<file path="src/rtl/wb_uart_tx_sched.sv">
// Wishbone master that shares one wb_uart transmitter among NREQ byte requesters.
// Round-robin grant, poll UCR until tx_busy clears, then write the byte to DATA.
module wb_uart_tx_sched #(
    parameter int unsigned NREQ        = 4,
    parameter logic [31:0] BASE_ADR    = 32'h0,
    parameter int unsigned POLL_GAP    = 2,
    parameter int unsigned ACK_TIMEOUT = 255
) (
    input  logic              clk,
    input  logic              reset,
    input  logic [NREQ-1:0]   req_valid,
    input  logic [8*NREQ-1:0] req_data,
    output logic [NREQ-1:0]   req_ready,
    output logic              wb_cyc_o,
    output logic              wb_stb_o,
    output logic              wb_we_o,
    output logic [31:0]       wb_adr_o,
    output logic [3:0]        wb_sel_o,
    output logic [31:0]       wb_dat_o,
    input  logic [31:0]       wb_dat_i,
    input  logic              wb_ack_i,
    output logic              busy,
    output logic [2:0]        grant_id,
    output logic              err,
    input  logic              err_clr,
    output logic [15:0]       tx_count
);

    localparam int unsigned PtrW    = (NREQ > 1) ? $clog2(NREQ) : 1;
    localparam logic [7:0]  GapInit = 8'(POLL_GAP - 1);
    localparam logic [7:0]  TmoLast = 8'(ACK_TIMEOUT - 1);

    typedef enum logic [1:0] {StIdle, StPoll, StWrite, StGap} state_e;

    state_e          state_q, state_d;
    state_e          after_q, after_d;
    logic [PtrW-1:0] rr_q, rr_d;
    logic [7:0]      byte_q, byte_d;
    logic [2:0]      grant_q, grant_d;
    logic            err_q, err_d;
    logic [15:0]     tx_cnt_q, tx_cnt_d;
    logic [7:0]      tmo_q, tmo_d;
    logic [7:0]      gap_q, gap_d;

    logic            sel_found;
    logic [PtrW-1:0] sel_idx;
    logic [PtrW-1:0] cand_idx;
    logic [PtrW-1:0] rr_next;

    // Only tx_busy is meaningful in the status word.
    logic unused_dat;
    assign unused_dat = ^{wb_dat_i[31:5], wb_dat_i[3:0]};

    // First valid requester at or above the pointer, wrapping at NREQ.
    always_comb begin
        sel_found = 1'b0;
        sel_idx   = '0;
        cand_idx  = '0;
        for (int k = 0; k < int'(NREQ); k++) begin
            cand_idx = PtrW'((32'(rr_q) + 32'(k)) % NREQ);
            if (!sel_found && req_valid[cand_idx]) begin
                sel_found = 1'b1;
                sel_idx   = cand_idx;
            end
        end
        rr_next = (sel_idx == PtrW'(NREQ - 1)) ? '0 : sel_idx + 1'b1;
    end

    always_comb begin
        state_d   = state_q;
        after_d   = after_q;
        rr_d      = rr_q;
        byte_d    = byte_q;
        grant_d   = grant_q;
        err_d     = err_q;
        tx_cnt_d  = tx_cnt_q;
        tmo_d     = tmo_q;
        gap_d     = gap_q;
        req_ready = '0;
        wb_cyc_o  = 1'b0;
        wb_stb_o  = 1'b0;
        wb_we_o   = 1'b0;
        wb_adr_o  = '0;
        wb_sel_o  = '0;
        wb_dat_o  = '0;

        if (err_clr) begin
            err_d = 1'b0;
        end

        unique case (state_q)
            StIdle: begin
                if (sel_found && !reset) begin
                    req_ready[sel_idx] = 1'b1;
                    byte_d             = req_data[{sel_idx, 3'b000} +: 8];
                    grant_d            = 3'(sel_idx);
                    rr_d               = rr_next;
                    tmo_d              = '0;
                    state_d            = StPoll;
                end
            end
            StPoll: begin
                wb_cyc_o = 1'b1;
                wb_stb_o = 1'b1;
                wb_adr_o = BASE_ADR;
                wb_sel_o = 4'hF;
                if (wb_ack_i) begin
                    after_d = wb_dat_i[4] ? StPoll : StWrite;
                    gap_d   = GapInit;
                    state_d = StGap;
                end else if (tmo_q == TmoLast) begin
                    err_d   = 1'b1;
                    after_d = StIdle;
                    gap_d   = GapInit;
                    state_d = StGap;
                end else begin
                    tmo_d = tmo_q + 8'd1;
                end
            end
            StWrite: begin
                wb_cyc_o = 1'b1;
                wb_stb_o = 1'b1;
                wb_we_o  = 1'b1;
                wb_adr_o = BASE_ADR + 32'd4;
                wb_sel_o = 4'b0001;
                wb_dat_o = {24'b0, byte_q};
                if (wb_ack_i) begin
                    tx_cnt_d = tx_cnt_q + 16'd1;
                    after_d  = StIdle;
                    gap_d    = GapInit;
                    state_d  = StGap;
                end else if (tmo_q == TmoLast) begin
                    // Byte is dropped; the requester already had its handshake.
                    err_d   = 1'b1;
                    after_d = StIdle;
                    gap_d   = GapInit;
                    state_d = StGap;
                end else begin
                    tmo_d = tmo_q + 8'd1;
                end
            end
            StGap: begin
                if (gap_q == '0) begin
                    tmo_d   = '0;
                    state_d = after_q;
                end else begin
                    gap_d = gap_q - 8'd1;
                end
            end
            default: state_d = StIdle;
        endcase
    end

    always_ff @(posedge clk or posedge reset) begin
        if (reset) begin
            state_q  <= StIdle;
            after_q  <= StIdle;
            rr_q     <= '0;
            byte_q   <= '0;
            grant_q  <= '0;
            err_q    <= 1'b0;
            tx_cnt_q <= '0;
            tmo_q    <= '0;
            gap_q    <= '0;
        end else begin
            state_q  <= state_d;
            after_q  <= after_d;
            rr_q     <= rr_d;
            byte_q   <= byte_d;
            grant_q  <= grant_d;
            err_q    <= err_d;
            tx_cnt_q <= tx_cnt_d;
            tmo_q    <= tmo_d;
            gap_q    <= gap_d;
        end
    end

    assign busy     = (state_q != StIdle);
    assign grant_id = grant_q;
    assign err      = err_q;
    assign tx_count = tx_cnt_q;

endmodule

</file>
<file path="config.mk">
export PLATFORM = sky130hd
export DESIGN_NAME = wb_uart_tx_sched
export DESIGN_NICKNAME = d
export VERILOG_FILES = /design/src/rtl/wb_uart_tx_sched.sv
export SDC_FILE = /design/constraint.sdc
export NUM_CORES = 1
export LEC_CHECK = 0
export ABC_CLOCK_PERIOD_IN_PS = 2100
export BUFFER_PORTS_ARGS = -buffer_cell sky130_fd_sc_hd__buf_2
export CAP_MARGIN = 10
export CELL_PAD_IN_SITES_DETAIL_PLACEMENT = 0
export CELL_PAD_IN_SITES_GLOBAL_PLACEMENT = 1
export CORE_MARGIN = 4
export CORE_UTILIZATION = 30
export CTS_CLUSTER_SIZE = 16
export DETAILED_ROUTE_END_ITERATION = 6
export PLACE_DENSITY = 0.78
export SETUP_SLACK_MARGIN = 0.2
export SLEW_MARGIN = 10
export SYNTH_ARGS = -nofsm -noshare
export SYNTH_HDL_FRONTEND = slang
export SYNTH_SLANG_ARGS = --single-unit
export TNS_END_PERCENT = 50
</file>
<file path="constraint.sdc">
create_clock -name clk -period 2.1 [get_ports clk]
set_clock_uncertainty 0.15 [all_clocks]
set_input_delay 0.315 -clock clk [delete_from_list [all_inputs] [get_ports clk]]
set_output_delay 0.315 -clock clk [all_outputs]
set_load 0.005 [all_outputs]
</file>
==> Implementation_results.wiki <==
{| class="wikitable"
! Metric !! Value
|-
| Floorplan core area || 10900 sq um
|-
| Syn Std Cell Area || 3360 sq um
|-
| Leftover overflow at the end of global routing || 0
|-
| Clock slew at reported path FFs || 0.10 ns
|-
| Most instantiated flip-flop cell in the synthesis netlist || sky130_fd_sc_hd__dfrtp_1
|-
| Final hold violation count || 0
|-
| Internal power summed over all cells || 3.31 mW
|-
| Failing checks || negative setup slack
|-
| Slack of the critical path || -0.0889 ns
|-
| Data required, critical path || 1.63 ns
|-
| Slew Limit Fails || 0
|-
| Final #Nets || 593
|-
| Number of rows created at floorplan || 38
|-
| Die span in x || 114 um
|-
| Area fraction of the dominant cell type after synthesis || 36.4%
|-
| Cell variety after synth || 50
|-
| Post-Route WL || 8870 um
|-
| Classification of the worst setup path || reg -> out
|-
| Series of cell instances along the critical path || nor2b_4 > o21ai_2 > o221ai_4 > buf_6 > buf_6 > nor3_4 > buf_2
|-
| Total non-filler cell area in the finished layout || 4710 sq um
|-
| Syn. warnings || 0
|-
| Setup slack at placement || -0.0791 ns
|-
| Slew margin rel. || 55.9%
|-
| Root Buffer Master || sky130_fd_sc_hd__clkbuf_8
|-
| CP max FO || 4
|-
| Dominant cell type by area after synthesis || sky130_fd_sc_hd__dfrtp_1
|-
| Number of ports placed on the die boundary || 168
|-
| RD Place Congestion || 0.759
|-
| Number of maximum-capacitance violations || 0
|-
| Most common library cell in the layout ignoring fill and taps || sky130_fd_sc_hd__buf_2
|-
| Worst hold margin || 0.0385 ns
|-
| Count of inserted antenna diode cells || 0
|-
| Average wire per standard cell || 13.6 um
|-
| Cell area power density || 1180 nW/um^2
|-
| Multi-input gate area || 2130 sq um
|-
| Vias per Instance || 4.59
|-
| RSZ-0062 raised after global routing || yes
|-
| Post-route fraction of the period consumed by the critical path || 104%
|-
| HPWL after detailed placement || 6260 um
|-
| Die Height || 114 um
|-
| Residual DRC || 0
|-
| Type of origin of the critical path || flip-flop
|-
| Final setup violating endpoints || 3
|-
| Post-Syn Instances || 380
|-
| Worst IR Drop VDD || 0.000704 V
|-
| Register area || 1230 sq um
|-
| Total of hold buffers inserted after clock tree synthesis || 0
|-
| Dpl cells || 617
|-
| Buffers from clock root to sink, at most || 2
|-
| TritonCTS sink count || 49
|-
| Die area || 13000 sq um
|-
| Number of enable flip-flop cells after synthesis || 0
|-
| Sequential group share of total power || 26.9%
|-
| Top Family by Delay on Critical Path || flip-flops
|-
| Total number of vias || 2991
|-
| Antenna viol nets, final || 0
|-
| Slew of the pin with the lowest slew margin || 0.661 ns
|-
| Clock tree from TritonCTS || done
|-
| Clock buffer count from CTS || 5
|-
| Average cell area after synthesis || 8.85 sq um
|-
| Total of fill cells in the finished design || 1074
|-
| P&R area growth vs syn || 39.9%
|-
| Port Buffer Count || 80
|-
| Number of global-route vias before repair || 2954
|-
| Pin count of the biggest net entering global routing || 50
|-
| Clock latency on the worst-skew pair || 0.31 ns
|-
| Outcome || finished, violations left
|-
| Leading cell types in the layout, fill and taps excluded || sky130_fd_sc_hd__buf_2 (72), sky130_fd_sc_hd__conb_1 (56), sky130_fd_sc_hd__dfrtp_1 (48)
|-
| # H-tree levels || 2
|-
| Initial standard-cell utilization of the core || 30.9%
|-
| Number of cells in the finished layout apart from fillers || 652
|-
| Power spent charging and discharging nets || 2.24 mW
|-
| Overall fraction of global-route tracks in use || 12.8%
|-
| Worst path buffer plus inverter count || 3
|-
| Iteration count of the initial detailed-routing pass || 4
|-
| Shortest clock period the worst path allows after layout || 2.19 ns
|-
| Violation count after the first detailed-route iteration || 111
|-
| Async S/R FF share, synth || 100%
|-
| Arrival time reported for the critical path endpoint || 1.72 ns
|-
| Top area cells in the synthesized netlist || sky130_fd_sc_hd__dfrtp_1 (36%), sky130_fd_sc_hd__buf_4 (14%), sky130_fd_sc_hd__nand2_1 (5.2%)
|-
| CP dominant cell by count || sky130_fd_sc_hd__buf_6
|-
| Placement-stage cell area || 3960 sq um
|-
| Leakage Power || 2.32 nW
|-
| Clock network power share || 10.5%
|-
| Slowest-stage cell, CP || sky130_fd_sc_hd__dfrtp_2
|-
| Type of the tightest min-delay check || in -> reg
|-
| Seq/Total Area, Yosys || 36.4%
|-
| Proportion of total power due to net switching || 40.3%
|-
| Maximum clock frequency || 457 MHz
|-
| Initial antenna violation count || 0
|-
| Kind of end point of the critical path || primary output
|-
| Layout cell share with drive strength beyond 1 || 42.6%
|-
| Crit-path max cell delay || 0.44 ns
|-
| Wire length of the first global-routing pass || 13800 um
|-
| Share of power burned in combinational logic || 62.6%
|-
| Number of synthesized register bits || 49
|}
## kinds of logic after synthesis
family	after synthesis	share of synthesized area [%]
other	1	0.111
AOI/OAI and AO/OA	69	14.5
and+or+nand+nor	142	22.1
buffers and inverters	84	16.5
xor gates and xnor gates	21	5.47
adders and majority gates	10	3.72
DFF	49	36.4
muxes	4	1.26
## per-stage QoR
stage               utilization (%)  total power [mW]  setup TNS, ns
floorplan                         -              3.13              0
global route                   43.2              5.99         -0.724
detailed placement             36.4              3.88         -0.386
finish                         43.2              5.55         -0.153
global placement               36.4              3.81         -0.175
CTS                            40.1              4.97         -0.358
## flip-flops by register name, indices dropped and copies added (netlist names)
name / flops
byte_q: 8
tx_count: 16
tmo_q: 8
err: 1
rr_q: 2
state_q: 2
after_q: 2
gap_q: 8
grant_id: 2
## worst register-to-register path, delay by kind of cell (launching register included)
family / cells / cell delay, ns
buf+inv: 5 / 0.59
simple gates: 3 / 0.25
flops: 1 / 0.47
compound gates: 2 / 0.49
## cells in the mapped netlist (2+ instances only)
cell and n:
sky130_fd_sc_hd__o221ai_1 2, sky130_fd_sc_hd__nor3_1 2, sky130_fd_sc_hd__buf_2 2, sky130_fd_sc_hd__dfrtp_1 49, sky130_fd_sc_hd__a211o_1 8, sky130_fd_sc_hd__nand3_1 24, sky130_fd_sc_hd__nor3b_1 2, sky130_fd_sc_hd__nand4b_1 4
sky130_fd_sc_hd__o31ai_1 9, sky130_fd_sc_hd__nand2_1 47, sky130_fd_sc_hd__or2_2 2, sky130_fd_sc_hd__inv_1 10, sky130_fd_sc_hd__o211ai_1 3, sky130_fd_sc_hd__nor2b_1 6, sky130_fd_sc_hd__ha_1 10, sky130_fd_sc_hd__a21oi_1 9
sky130_fd_sc_hd__nand4_1 7, sky130_fd_sc_hd__a211oi_1 9, sky130_fd_sc_hd__and2_1 11, sky130_fd_sc_hd__xnor2_1 12, sky130_fd_sc_hd__buf_4 61, sky130_fd_sc_hd__a21o_1 5, sky130_fd_sc_hd__xor2_1 9, sky130_fd_sc_hd__mux2_2 2
sky130_fd_sc_hd__nor2_1 19, sky130_fd_sc_hd__and3_1 7, sky130_fd_sc_hd__or4b_1 2, sky130_fd_sc_hd__a22o_1 3, sky130_fd_sc_hd__nand2b_1 2, sky130_fd_sc_hd__mux2i_1 2, sky130_fd_sc_hd__o21ai_0 13, sky130_fd_sc_hd__clkbuf_1 9
## worst paths after layout
path                            cells past startpoint  slack, ns    startpoint           end
worst min register to register                      1       0.32  tx_count[15]  tx_count[15]
worst min-delay path                                2       0.04       err_clr           err
min in group asynchronous                           3       0.11         reset      gap_q[0]
max in group asynchronous                           3       1.23         reset       rr_q[0]
worst max register to register                     10       0.04       rr_q[0]     byte_q[2]
worst max-delay path                                7      -0.09       rr_q[0]  req_ready[1]
## layout make-up
type,instances,area share (%)
multi-input combinational,302,45.3
sequential,49,26.1
timing repair buffer,142,22.0
tap,140,3.72
clock buffer,5,1.46
inverter,11,1.06
clock inverter,3,0.452
## power by group through the flow
stage	combinational (mW)	sequential (mW)	clock [mW]
floorplan	1.68	1.45	0
global placement	2.34	1.47	0
detailed placement	2.40	1.48	0
CTS	2.90	1.46	0.610
global route	3.81	1.53	0.647
finish	3.48	1.49	0.581
## per-layer routing
| metal | vias to the layer above | share of wire, % | GRT usage [%] |
|---|---|---|---|
| met5 | - | 0 | 0 |
| met4 | 0 | 0.62 | 2.61 |
| met1 | 1417 | 44 | 17.1 |
| met3 | 5 | 6.8 | 2.39 |
| li1 | 1462 | - | - |
| met2 | 107 | 49 | 21.8 |
## what timing repair did
| action | 4_1_cts | 5_1_grt |
|---|---|---|
| buffers inserted | 12 | 14 |
| pin swaps | 20 | 40 |
| setup endpoints to repair | 39 | 44 |
| cloned | 1 | 0 |
| resized for setup | 54 | 50 |
Power figures use the tool's default switching activity.
